File: src/rtl/lock_controller_if.sv
// Signal bundle between the password entry register / system logic and the lock controller.
interface lock_controller_if;
    logic        identity;
    logic        edit_req;
    logic        digit_valid;
    logic        ok_pulse;
    logic        admin_clear;
    logic [15:0] entry;
    logic [1:0]  state;
    logic [3:0]  leds;
    logic        unlock;
    logic        alarm;
    logic [1:0]  err_count;
    logic [15:0] stored_pswd;
    logic        entry_clear;
    logic        set_done;

    modport master (
        output identity, edit_req, digit_valid, ok_pulse, admin_clear, entry,
        input  state, leds, unlock, alarm, err_count, stored_pswd, entry_clear, set_done
    );

    modport slave (
        input  identity, edit_req, digit_valid, ok_pulse, admin_clear, entry,
        output state, leds, unlock, alarm, err_count, stored_pswd, entry_clear, set_done
    );
endinterface

File: src/rtl/lock_controller.sv
// Lock state machine: password check, admin password set, wrong-attempt alarm and LED status.
// All outputs registered: an input pulse at edge N is reflected at edge N+1; no backpressure.
module lock_controller #(
    parameter int          CLK_PER_MS        = 50000,
    parameter int          EDIT_TIMEOUT_MS   = 10000,
    parameter int          UNLOCK_TIMEOUT_MS = 20000,
    parameter int          BLINK_MS          = 500,
    parameter int          MAX_ERRORS        = 3,
    parameter logic [15:0] DEFAULT_PSWD      = 16'h1234
) (
    input  logic               clk,
    input  logic               rst,
    lock_controller_if.slave   bus
);
    typedef enum logic [1:0] {
        ST_WAIT   = 2'b00,
        ST_EDIT   = 2'b01,
        ST_UNLOCK = 2'b10,
        ST_ALARM  = 2'b11
    } state_t;

    localparam int MAX_EU = (EDIT_TIMEOUT_MS > UNLOCK_TIMEOUT_MS) ? EDIT_TIMEOUT_MS : UNLOCK_TIMEOUT_MS;
    localparam int MAX_MS = (MAX_EU > BLINK_MS) ? MAX_EU : BLINK_MS;
    localparam int MSW    = $clog2(MAX_MS + 1);
    localparam int PW     = $clog2(CLK_PER_MS + 1);

    state_t          st, st_nxt;
    logic [PW-1:0]   presc, presc_nxt;
    logic [MSW-1:0]  ms_cnt, ms_nxt;
    logic [1:0]      err, err_nxt, err_inc;
    logic [15:0]     pswd, pswd_nxt;
    logic [3:0]      leds, leds_nxt;
    logic            clr_q, done_q, unlock_q, alarm_q;
    logic            clr_nxt, done_nxt, restart;
    logic            ms_tick, edit_to, unl_to, blink_to;
    logic            entry_bcd, entry_match;

    assign ms_tick  = (presc == PW'(CLK_PER_MS - 1));
    assign edit_to  = ms_tick && (ms_cnt == MSW'(EDIT_TIMEOUT_MS - 1));
    assign unl_to   = ms_tick && (ms_cnt == MSW'(UNLOCK_TIMEOUT_MS - 1));
    assign blink_to = ms_tick && (ms_cnt == MSW'(BLINK_MS - 1));

    assign entry_bcd   = (bus.entry[15:12] <= 4'd9) && (bus.entry[11:8] <= 4'd9) &&
                         (bus.entry[7:4]   <= 4'd9) && (bus.entry[3:0]  <= 4'd9);
    assign entry_match = (bus.entry == pswd);
    assign err_inc     = (err == 2'(MAX_ERRORS)) ? err : err + 2'd1;

    always_comb begin
        st_nxt    = st;
        err_nxt   = err;
        pswd_nxt  = pswd;
        leds_nxt  = leds;
        clr_nxt   = 1'b0;
        done_nxt  = 1'b0;
        restart   = 1'b0;
        presc_nxt = presc;
        ms_nxt    = ms_cnt;

        case (st)
            ST_WAIT: begin
                if (bus.edit_req)
                    st_nxt = ST_EDIT;
            end
            ST_EDIT: begin
                if (bus.ok_pulse) begin
                    if (bus.identity) begin
                        clr_nxt = 1'b1;
                        if (entry_match && entry_bcd) begin
                            st_nxt  = ST_UNLOCK;
                            err_nxt = 2'd0;
                        end else begin
                            err_nxt = err_inc;
                            st_nxt  = (err_inc == 2'(MAX_ERRORS)) ? ST_ALARM : ST_WAIT;
                        end
                    end else if (entry_bcd) begin
                        pswd_nxt = bus.entry;
                        err_nxt  = 2'd0;
                        done_nxt = 1'b1;
                        clr_nxt  = 1'b1;
                        st_nxt   = ST_WAIT;
                    end else begin
                        restart = 1'b1;
                    end
                end else if (edit_to) begin
                    st_nxt  = ST_WAIT;
                    clr_nxt = 1'b1;
                end else if (bus.digit_valid) begin
                    restart = 1'b1;
                end
            end
            ST_UNLOCK: begin
                if (bus.ok_pulse || unl_to) begin
                    st_nxt  = ST_WAIT;
                    clr_nxt = 1'b1;
                end
            end
            ST_ALARM: begin
                if (bus.admin_clear) begin
                    st_nxt  = ST_WAIT;
                    err_nxt = 2'd0;
                    clr_nxt = 1'b1;
                end else if (blink_to) begin
                    // ms counter doubles as the blink half-period timer while alarming
                    restart  = 1'b1;
                    leds_nxt = ~leds;
                end
            end
            default: ;
        endcase

        case (st_nxt)
            ST_WAIT:   leds_nxt = 4'b0001;
            ST_EDIT:   leds_nxt = 4'b0011;
            ST_UNLOCK: leds_nxt = 4'b1111;
            ST_ALARM:  if (st != ST_ALARM) leds_nxt = 4'b1111;
            default: ;
        endcase

        if (restart || (st_nxt != st)) begin
            presc_nxt = '0;
            ms_nxt    = '0;
        end else if (ms_tick) begin
            presc_nxt = '0;
            ms_nxt    = ms_cnt + MSW'(1);
        end else begin
            presc_nxt = presc + PW'(1);
        end
    end

    always_ff @(posedge clk) begin
        if (rst) begin
            st       <= ST_WAIT;
            err      <= 2'd0;
            pswd     <= DEFAULT_PSWD;
            leds     <= 4'b0001;
            presc    <= '0;
            ms_cnt   <= '0;
            clr_q    <= 1'b0;
            done_q   <= 1'b0;
            unlock_q <= 1'b0;
            alarm_q  <= 1'b0;
        end else begin
            st       <= st_nxt;
            err      <= err_nxt;
            pswd     <= pswd_nxt;
            leds     <= leds_nxt;
            presc    <= presc_nxt;
            ms_cnt   <= ms_nxt;
            clr_q    <= clr_nxt;
            done_q   <= done_nxt;
            unlock_q <= (st_nxt == ST_UNLOCK);
            alarm_q  <= (st_nxt == ST_ALARM);
        end
    end

    assign bus.state       = st;
    assign bus.leds        = leds;
    assign bus.unlock      = unlock_q;
    assign bus.alarm       = alarm_q;
    assign bus.err_count   = err;
    assign bus.stored_pswd = pswd;
    assign bus.entry_clear = clr_q;
    assign bus.set_done    = done_q;
endmodule
File: src/flat_wrapper.sv
// flat-port wrapper written by rule: the top's interface ports become plain ports
module lock_controller_flat 
#(
    parameter int          CLK_PER_MS        = 50000,
    parameter int          EDIT_TIMEOUT_MS   = 10000,
    parameter int          UNLOCK_TIMEOUT_MS = 20000,
    parameter int          BLINK_MS          = 500,
    parameter int          MAX_ERRORS        = 3,
    parameter logic [15:0] DEFAULT_PSWD      = 16'h1234
)
  (clk, rst, bus_identity, bus_edit_req, bus_digit_valid, bus_ok_pulse, bus_admin_clear, bus_entry, bus_state, bus_leds, bus_unlock, bus_alarm, bus_err_count, bus_stored_pswd, bus_entry_clear, bus_set_done);
  lock_controller_if bus_i ();
  input  logic clk;
  input  logic rst;
  input wire logic [$bits(bus_i.identity)-1:0] bus_identity;
  input wire logic [$bits(bus_i.edit_req)-1:0] bus_edit_req;
  input wire logic [$bits(bus_i.digit_valid)-1:0] bus_digit_valid;
  input wire logic [$bits(bus_i.ok_pulse)-1:0] bus_ok_pulse;
  input wire logic [$bits(bus_i.admin_clear)-1:0] bus_admin_clear;
  input wire logic [$bits(bus_i.entry)-1:0] bus_entry;
  output wire logic [$bits(bus_i.state)-1:0] bus_state;
  output wire logic [$bits(bus_i.leds)-1:0] bus_leds;
  output wire logic [$bits(bus_i.unlock)-1:0] bus_unlock;
  output wire logic [$bits(bus_i.alarm)-1:0] bus_alarm;
  output wire logic [$bits(bus_i.err_count)-1:0] bus_err_count;
  output wire logic [$bits(bus_i.stored_pswd)-1:0] bus_stored_pswd;
  output wire logic [$bits(bus_i.entry_clear)-1:0] bus_entry_clear;
  output wire logic [$bits(bus_i.set_done)-1:0] bus_set_done;
  assign bus_i.identity = bus_identity;
  assign bus_i.edit_req = bus_edit_req;
  assign bus_i.digit_valid = bus_digit_valid;
  assign bus_i.ok_pulse = bus_ok_pulse;
  assign bus_i.admin_clear = bus_admin_clear;
  assign bus_i.entry = bus_entry;
  assign bus_state = bus_i.state;
  assign bus_leds = bus_i.leds;
  assign bus_unlock = bus_i.unlock;
  assign bus_alarm = bus_i.alarm;
  assign bus_err_count = bus_i.err_count;
  assign bus_stored_pswd = bus_i.stored_pswd;
  assign bus_entry_clear = bus_i.entry_clear;
  assign bus_set_done = bus_i.set_done;
  lock_controller #(.CLK_PER_MS(CLK_PER_MS), .EDIT_TIMEOUT_MS(EDIT_TIMEOUT_MS), .UNLOCK_TIMEOUT_MS(UNLOCK_TIMEOUT_MS), .BLINK_MS(BLINK_MS), .MAX_ERRORS(MAX_ERRORS), .DEFAULT_PSWD(DEFAULT_PSWD)) u_core (.clk(clk), .rst(rst), .bus(bus_i));
endmodule
File: config.mk
export PLATFORM = sky130hd
export DESIGN_NAME = lock_controller_flat
export DESIGN_NICKNAME = d
export VERILOG_FILES = /design/src/rtl/lock_controller_if.sv /design/src/rtl/lock_controller.sv /design/src/flat_wrapper.sv
export SDC_FILE = /design/constraint.sdc
export NUM_CORES = 1
export LEC_CHECK = 0
export ABC_AREA = 1
export ABC_CLOCK_PERIOD_IN_PS = 2450
export BUFFER_PORTS_ARGS = -buffer_cell sky130_fd_sc_hd__clkbuf_2
export CORE_ASPECT_RATIO = 0.7
export CORE_UTILIZATION = 40
export CTS_CLUSTER_DIAMETER = 50
export DETAILED_ROUTE_END_ITERATION = 10
export MAX_ROUTING_LAYER = met4
export PLACE_DENSITY = 0.56
export SLEW_MARGIN = 20
export SYNTH_ARGS = -nofsm -noshare
export SYNTH_HDL_FRONTEND = slang
export SYNTH_SLANG_ARGS = --single-unit
File: constraint.sdc
create_clock -name clk -period 2.45 [get_ports clk]
set_input_delay 0.49 -clock clk [delete_from_list [all_inputs] [get_ports clk]]
set_output_delay 0.49 -clock clk [all_outputs]
set_load 0.005 [all_outputs]
==> results of run 1 <==
-- kinds of logic (layout without fill, tap and decap cells) --
logic type | after synthesis | after routing | share of synthesized area, %
adders and majority gates | 2 | 2 | 0.7403
xor gates and xnor gates | 36 | 36 | 9.330
AOI/OAI and AO/OA | 42 | 42 | 7.257
and+or+nand+nor | 245 | 245 | 39.95
DFF | 59 | 59 | 34.95
buffers and inverters | 62 | 123 | 7.775
-- flip-flops by register name, summed over array words and instances (netlist names) --
name / flops
u_core.bus.stored_pswd: 16
u_core.presc: 16
u_core.ms_cnt: 15
u_core.bus.leds: 4
u_core.bus.err_count: 2
u_core.bus.state: 2
u_core.bus.alarm: 1
u_core.bus.entry_clear: 1
u_core.bus.set_done: 1
u_core.bus.unlock: 1
-- stage by stage --
step           area, sq um  cells  utilization (%)  total power [mW]
2_1_floorplan         3379    446                -             1.156
3_3_place_gp          3719    592            46.25             1.209
3_5_place_dp          3719    592            46.25             1.213
4_1_cts               3993    608            49.66             2.375
5_1_grt               3993    608            49.66             2.452
6_report              3993    608            49.66             2.337
-- cell type report --
type                       count  area [sq um]
clock inverter                 2         10.01
clock buffer                  14         264.0
timing repair buffer          53         272.8
multi-input combinational    325          1936
inverter                      54         202.7
sequential                    59          1181
fill                         810          4048
tap                          101         126.4
-- layout by cell type, fill, tap and decap left out, drive strengths merged --
cell type	Yosys	final
a211o	1	1
a211oi	2	2
a21oi	10	10
and3	1	1
buf	5	3
clkbuf	3	64
clkinv	2	4
dfxtp	59	59
ha	2	2
inv	52	52
nand2	101	101
nand3	23	23
nand4	10	10
nor2	83	83
nor3	19	19
nor3b	8	8
o2111ai	2	2
o211ai	3	3
o21ai	24	24
xnor2	10	10
xor2	26	26
-- Yosys cell counts, types with 2 or more instances --
cell type	number
a211oi_1	2
a21oi_1	10
buf_2	2
clkbuf_1	3
clkinv_1	2
dfxtp_1	59
ha_1	2
inv_1	45
inv_2	7
nand2_1	95
nand2_2	5
nand3_1	17
nand3_2	4
nand3_4	2
nand4_1	7
nand4_4	2
nor2_1	58
nor2_2	8
nor2_4	17
nor3_1	9
nor3_2	9
nor3b_1	5
nor3b_2	3
o2111ai_1	2
o211ai_1	3
o21ai_0	19
o21ai_1	4
xnor2_1	10
xor2_1	26
-- path summary, 6_finish.rpt --
path,start,to,slack [ns]
worst min register to register,u_core.presc[0],u_core.presc[0],0.44
worst max register to register,u_core.ms_cnt[0],u_core.presc[2],0.27
worst max-delay path,u_core.ms_cnt[0],u_core.presc[2],0.27
worst min-delay path,bus_entry[4],u_core.bus.stored_pswd[4],0.41
-- power groups by stage --
stage / Combinational (mW) / Clock [mW] / Sequential [mW]
2_1_floorplan: 0.151 / 0 / 1.00
3_3_place_gp: 0.203 / 0 / 1.01
3_5_place_dp: 0.207 / 0 / 1.01
4_1_cts: 0.207 / 1.18 / 0.986
5_1_grt: 0.229 / 1.24 / 0.987
6_report: 0.205 / 1.15 / 0.987
-- worst reg2reg max path, cell delays in order, from the launching register on --
cell and delay (ns):
dfxtp_1 0.37, ha_1 0.20, inv_1 0.08, nor2_4 0.16, nand3_1 0.08, nor2_1 0.17
nand2_2 0.08, nand2_1 0.06, nand2_1 0.05, nand3_2 0.07, nand2_2 0.06, nand3_4 0.10
nand4_4 0.40, nor2_1 0.21
-- metal layers --
| metal | track usage [%] | share of wire [%] |
|---|---|---|
| met2 | 25.22 | 39 |
| met1 | 26.70 | 56 |
| met4 | 5.676 | 0.73 |
| met3 | 5.802 | 4.8 |
| met5 | - | 0 |
==> run summary, run 1 <==
The ratio of final minimum period to clock period is 89.01%. The tools report the number of antenna violations at the first check in global routing as 0. For this design the static power due to leakage is 1.668 nW.

The final setup slack of the worst path was 0.2692 ns; the worst-case setup slack after placement was 0.1170 ns. The flow ran to the end, but the final reports show violations. Counting flops with an async set or reset pin after synthesis yields a share of 0%.

The clock period could shrink to 2.181 ns. Dividing the detail-routed via count by the number of cells gives 4.747. The count of buffers inserted at the top-level ports is 50, and the total internal power is 1.775 mW.

The run gives 7 as the iteration count of the initial detailed-routing pass. On the final layout, the worst hold slack is 0.4139 ns. The final number of hold-violating endpoints is 0. In this run the count of I/O pins placed on the die edge is 51. The standard cell core area came out at 8040 sq um.

STA classifies the critical path endpoint as a flip-flop. The repair_antennas step left the layout with diodes totalling 0. The largest single stage delay on the critical path is 0.40 ns. The number of distinct library cells after synthesis came out at 38. In this run the core area contains 27 standard-cell rows. For the number of pins exceeding their max-slew limit in the final report, the log shows 0.

The most used flip-flop cell after synthesis is dfxtp_1. The critical path runs through a total of 13 cells. The cell count after synthesis was 446.

The final reports fail on DRC. For this run, the top clock speed supported by timing is 458.5 MHz. The number of design-rule violations left by the first detailed-router iteration was 190. On the critical path the largest part of the delay comes from simple AND/OR/NAND/NOR gates. After synthesis, flip-flops and latches occupy 34.95% of the total area.

The run gives 7444 um as the final wirelength. In this run the clock root is driven by a clkbuf_16. The largest buffer count on any clock path is 2. The via count of the first global-routing pass came out at 2590. For the sequential group share of total power, the log shows 42.2%. The total vias in the final route was 2886.

Quantity of hold-fixing buffers added after cts: 0. Counting instances, the worst hold path has a depth of 3. The slowest stage cell on the critical path was nand4_4. Of the post-synthesis cell area, the dominant cell type holds 34.95%. The total power divided by cell area is 585.3 nW/um^2, and the power dissipated by switching net loads is 0.5621 mW. The largest total area in the synthesized netlist belongs to dfxtp_1. In this run, the clock network consumes 49.0% of the power. The signal on the critical path passes through ha_1, inv_1, nor2_4, nand3_1, nor2_1, nand2_2, nand2_1, nand2_1, nand3_2, nand2_2, nand3_4, nand4_4, nor2_1. The H-tree generated during clock tree synthesis spans 3 levels. The slew of the pin with the lowest slew margin was 0.4937 ns; the ratio of cells with drive above 1 in the final layout was 25.05%. Type of the most critical hold path: input port to flip-flop. Setup violations remaining at the end of the flow were counted as 0.

For this run the aggregate overflow at the end of global routing stands at 0. The post-synthesis instance area is 3379 sq um, and the count of cells along the worst register-to-register path is 13. The fraction of power spent switching nets is 24.05%. By area the synthesized netlist is led by dfxtp_1 (35%), nand2_1 (11%), xor2_1 (6.7%), nor2_1 (6.4%), nor2_4 (5.7%).

The number of nets in the synthesized netlist is 471. The clock-pin transition on the worst setup and hold timing paths came out at 0.05 ns. TritonCTS built the clock tree. In the final design database the tool counted 527 nets. Compared with the post-synthesis result, the final layout area differs by 18.14%. After clock tree synthesis, the repair step resized 0 gates. For the worst setup path, the data required time is 2.69 ns. The tools report the first-pass GRT wire length as 12600 um.

The later pin in the worst-skew pair is clocked with a latency of 0.33 ns. The detail route stage leaves a number of antenna-violating nets equal to 0. The per-instance average area after synthesis is 7.577 sq um.

For the clock sink count, the log shows 59. The count of buffer and inverter cells on the critical path was 1; the total negative setup slack was 0 ns. For this run, the total global-route usage over all layers was measured as 18.87%.

After detailed routing, the average wire length per cell comes to 12.24 um. The tools report the number of warnings issued by yosys as 0. STA classifies the critical path startpoint as a flip-flop. The tool flagged a number of max-cap violations equal to 0. The area enclosed by the die boundary was 8826 sq um. The run gives 8.8% as the proportion of power drawn by combinational gates.

The kind of critical path was flip-flop to flip-flop. The x dimension of the die was 111.9 um; the final routed DRC violation total was 3. The half-perimeter wire length after detailed placement was 5716 um; the maximum clock skew at final layout was 0.01168 ns. The largest net degree at the start of global routing was 24; the number of synthesized flops with an enable pin was 0.

IR analysis of the VDD net gives a maximum drop of 0.3474 mV. The vertical extent of the die is 78.91 um, and the worst slew margin relative to its limit is 67.02%. Setup repair after global routing left no endpoint under its margin.

For this configuration, the core starts out at a cell density of 42.03%. Buffers added to address setup during post-CTS repair amount to 0. The largest fanout on the critical path was 16.

In this run, synthesis produced a sequential element count of 59. In this run, CTS created clock tree buffers numbering 9. At the end of routability-driven placement, the weighted congestion stood at 0.7915.

STA puts the critical path data arrival time at 2.42 ns.
Power figures use the tool's default switching activity.
==> run 2, diff against run 1 <==
--- a/config.mk
+++ b/config.mk
@@ -9,11 +9,11 @@
 export ABC_CLOCK_PERIOD_IN_PS = 2450
 export BUFFER_PORTS_ARGS = -buffer_cell sky130_fd_sc_hd__clkbuf_2
 export CORE_ASPECT_RATIO = 0.7
-export CORE_UTILIZATION = 40
+export CORE_UTILIZATION = 56
 export CTS_CLUSTER_DIAMETER = 50
 export DETAILED_ROUTE_END_ITERATION = 10
 export MAX_ROUTING_LAYER = met4
-export PLACE_DENSITY = 0.56
+export PLACE_DENSITY = 0.76
 export SLEW_MARGIN = 20
 export SYNTH_ARGS = -nofsm -noshare
 export SYNTH_HDL_FRONTEND = slang
==> run summary, run 2 (same netlist as run 1, synthesis figures left out) <==
Summed over all nets, wire length on met3 after detailed routing comes to 410 um. The share of total power dissipated in combinational logic is 10.9%. The final number of hold-violating endpoints is 0. The tools report the sequential cell area as 1181 sq um. The fraction of power spent switching nets works out to 26.37%. Count of buffers inserted at the top-level ports: 50. The root buffer cell was clkbuf_8. In this design, the critical path's most frequently occurring cell is nor2_1. After floorplanning, the core was divided into 23 placement rows. The tools report the half-perimeter wire length after detailed placement as 5391 um.

The worst setup path is launched from a flip-flop. Summing internal, switching and leakage power gives 2.028 mW. Data on the critical path is required at its endpoint by 2.69 ns. Routability congestion estimate: 0.8498.

STA classifies the critical path endpoint as a flip-flop. The run gives 0 as the total inserted antenna cells. TritonCTS built the clock tree. Among cell families on the critical path, the largest total delay comes from simple AND/OR/NAND/NOR gates. The number of gates resized after CTS was 0. The core region is 5784 sq um. Before antenna repair, the detailed router went through 4 iterations. The deepest level of the CTS H-tree came out at 3.

Commonest non-fill, non-tap cell in the layout: nand2_1. In the final routed layout, each cell accounts on average for 12.33 um. The critical path is of the flip-flop to flip-flop type. Vertical extent of the die: 67.00 um. The run gives 0.35 ns as the worst-skew pair later-pin latency. The worst pin sits at a relative slew slack of 71.72%.

Clock tree synthesis inserted a total of 9 buffers. The number of antenna violations at the first check in global routing was 0. Leaving out fill and tap cells, the most frequent cells in the layout are nand2_1 (95), dfxtp_1 (59), nor2_1 (58). The logs give 0 ns for the total negative setup slack and 0.009361 ns for the maximum clock skew at final layout. The die covers 6354 sq um.

The layout overhead on the synthesized area is 15.55%. Total grt overflow: 0. For this design, the slowest cell found on the critical path is dfxtp_1.

The ratio of final minimum period to clock period came out at 86.40%. For the sum of routed wire segments on met1, the log shows 3628 um. Entering global routing, the biggest net connects 24 pins. At the worst endpoint, the arrival time is 2.35 ns. Fill cells in the final layout number 489. The x dimension of the die is 94.85 um, and the final routed DRC violation total is 0. The clock sink count came out at 59.

The tool flagged a number of max-cap violations equal to 0. The uppermost signal routing layer after detailed routing was met4. The clock period minus final worst setup slack came out at 2.117 ns. The clock network accounts for 40.5% of the total power. Detailed routing placed a total of 3022 um of wire on met2. Remaining antenna violation count after routing: 0.

Clock-pin transition on the worst setup and hold timing paths: 0.07 ns. The run finished with clean final reports. The vias per cell was 5.060; the slew of the pin with the lowest slew margin was 0.4198 ns. The ratio of cells with drive above 1 in the final layout is 25.59%.

After detailed placement, the design holds a cell count of 566. The final layout contains routed wiring with a total length of 7190 um. Summing all multi-input logic gate instances after layout gives 1936 sq um. Based on the critical path, the design can be clocked at up to 472.4 MHz. Of the total power, registers draw 48.6%.

The number of pins exceeding their max-slew limit in the final report came out at 0. The total internal power is 1.493 mW, and the number of endpoints failing setup at the final stage is 0. Walking the worst path, the cells encountered are ha_1, nand3_2, nor2_4, nand4_1, nor2_1, a21oi_1, nand2_2, nand3_4, nand4_4, buf_12, nor2_1. Setup repair after global routing left no endpoint under its margin.

The finished layout holds 583 standard cells, fillers aside. Final hold slack: 0.3942 ns. VDD sags by at most 0.3513 mV.

The longest clock path from root to sink contains 2 buffers. The logs give 0 for the quantity of hold-fixing buffers added after cts and 1.646 nW for the leakage power. The run gives 0.5348 mW as the power dissipated by switching net loads. For the first-pass GRT wire length, the log shows 12240 um. The effective utilization at floorplan was 58.43%; the global routing usage summed across all routing layers was 26.10%.

Largest fanout on the critical path: 8. The final layout contains 529 nets. The count of boundary I/O pins is 51, and the total vias in the final route is 2950. The tools report the buffer count from post-CTS setup fixing as 0. Type of the most critical hold path: input port to flip-flop. The longest individual stage delay on the worst path was 0.35 ns; the total power divided by cell area was 519.4 nW/um^2.

In this run, the number of DRC markers left after iteration 0 of detailed routing was 133. The count of buffer and inverter cells on the critical path is 1. For the via count of the first global-routing pass, the log shows 2726.
-- run 2: changes by cell type in the layout (fill, tap and decap cells not counted) --
cell and change:
clkbuf_16 -9, buf_12 +2, clkbuf_8 +10, clkbuf_1 -2
-- run 2: cell type report --
cell class / instances / area share [%]
Sequential cell: 59 / 30.25
Clock buffer: 13 / 4.326
Tap cell: 75 / 2.403
Clock inverter: 2 / 0.2563
Multi-Input combinational cell: 325 / 49.57
Timing Repair Buffer: 55 / 8.010
Inverter: 54 / 5.191
-- run 2: metal layers --
layer,global-route usage [%],vias to the layer above
li1,-,1538
met1,35.47,1327
met4,9.091,0
met5,-,-
met2,36.78,72
met3,7.306,13
-- run 2: path summary, 6_finish.rpt --
| check | start | cells past startpoint | slack [ns] | end |
|---|---|---|---|---|
| max | u_core.presc[0] | 11 | 0.33 | u_core.presc[15] |
| max reg2reg | u_core.presc[0] | 11 | 0.33 | u_core.presc[15] |
| min reg2reg | u_core.presc[0] | 1 | 0.45 | u_core.presc[0] |
| min | bus_entry[8] | 3 | 0.39 | u_core.bus.stored_pswd[8] |
-- run 2: worst reg2reg max path, delay by kind of cell (launching register included) --
family	cells	cell delay, ns
flip-flops	1	0.35
AND/OR/NAND/NOR	8	1.16
AO/OA/AOI/OAI	1	0.13
adder cells (fa/ha/maj)	1	0.21
buffers and inverters	1	0.17
-- run 2: through the flow --
stage	worst slack, ns	cell area (sq um)	util [%]
final	0.3333	3905	67.51
after detailed placement	0.09051	3686	63.72
after floorplan	0.6314	3379	-
after global placement	0.2226	3686	63.72
after CTS	0.1781	3865	66.82
after global routing	0.1309	3905	67.51
-- run 2: power groups by stage --
stage / clock network, mW / logic [mW] / registers [mW]
after global placement: 0 / 0.197 / 1.01
after global routing: 0.881 / 0.244 / 0.986
final: 0.822 / 0.221 / 0.985
after CTS: 0.837 / 0.204 / 0.985
after floorplan: 0 / 0.151 / 1.00
after detailed placement: 0 / 0.204 / 1.01
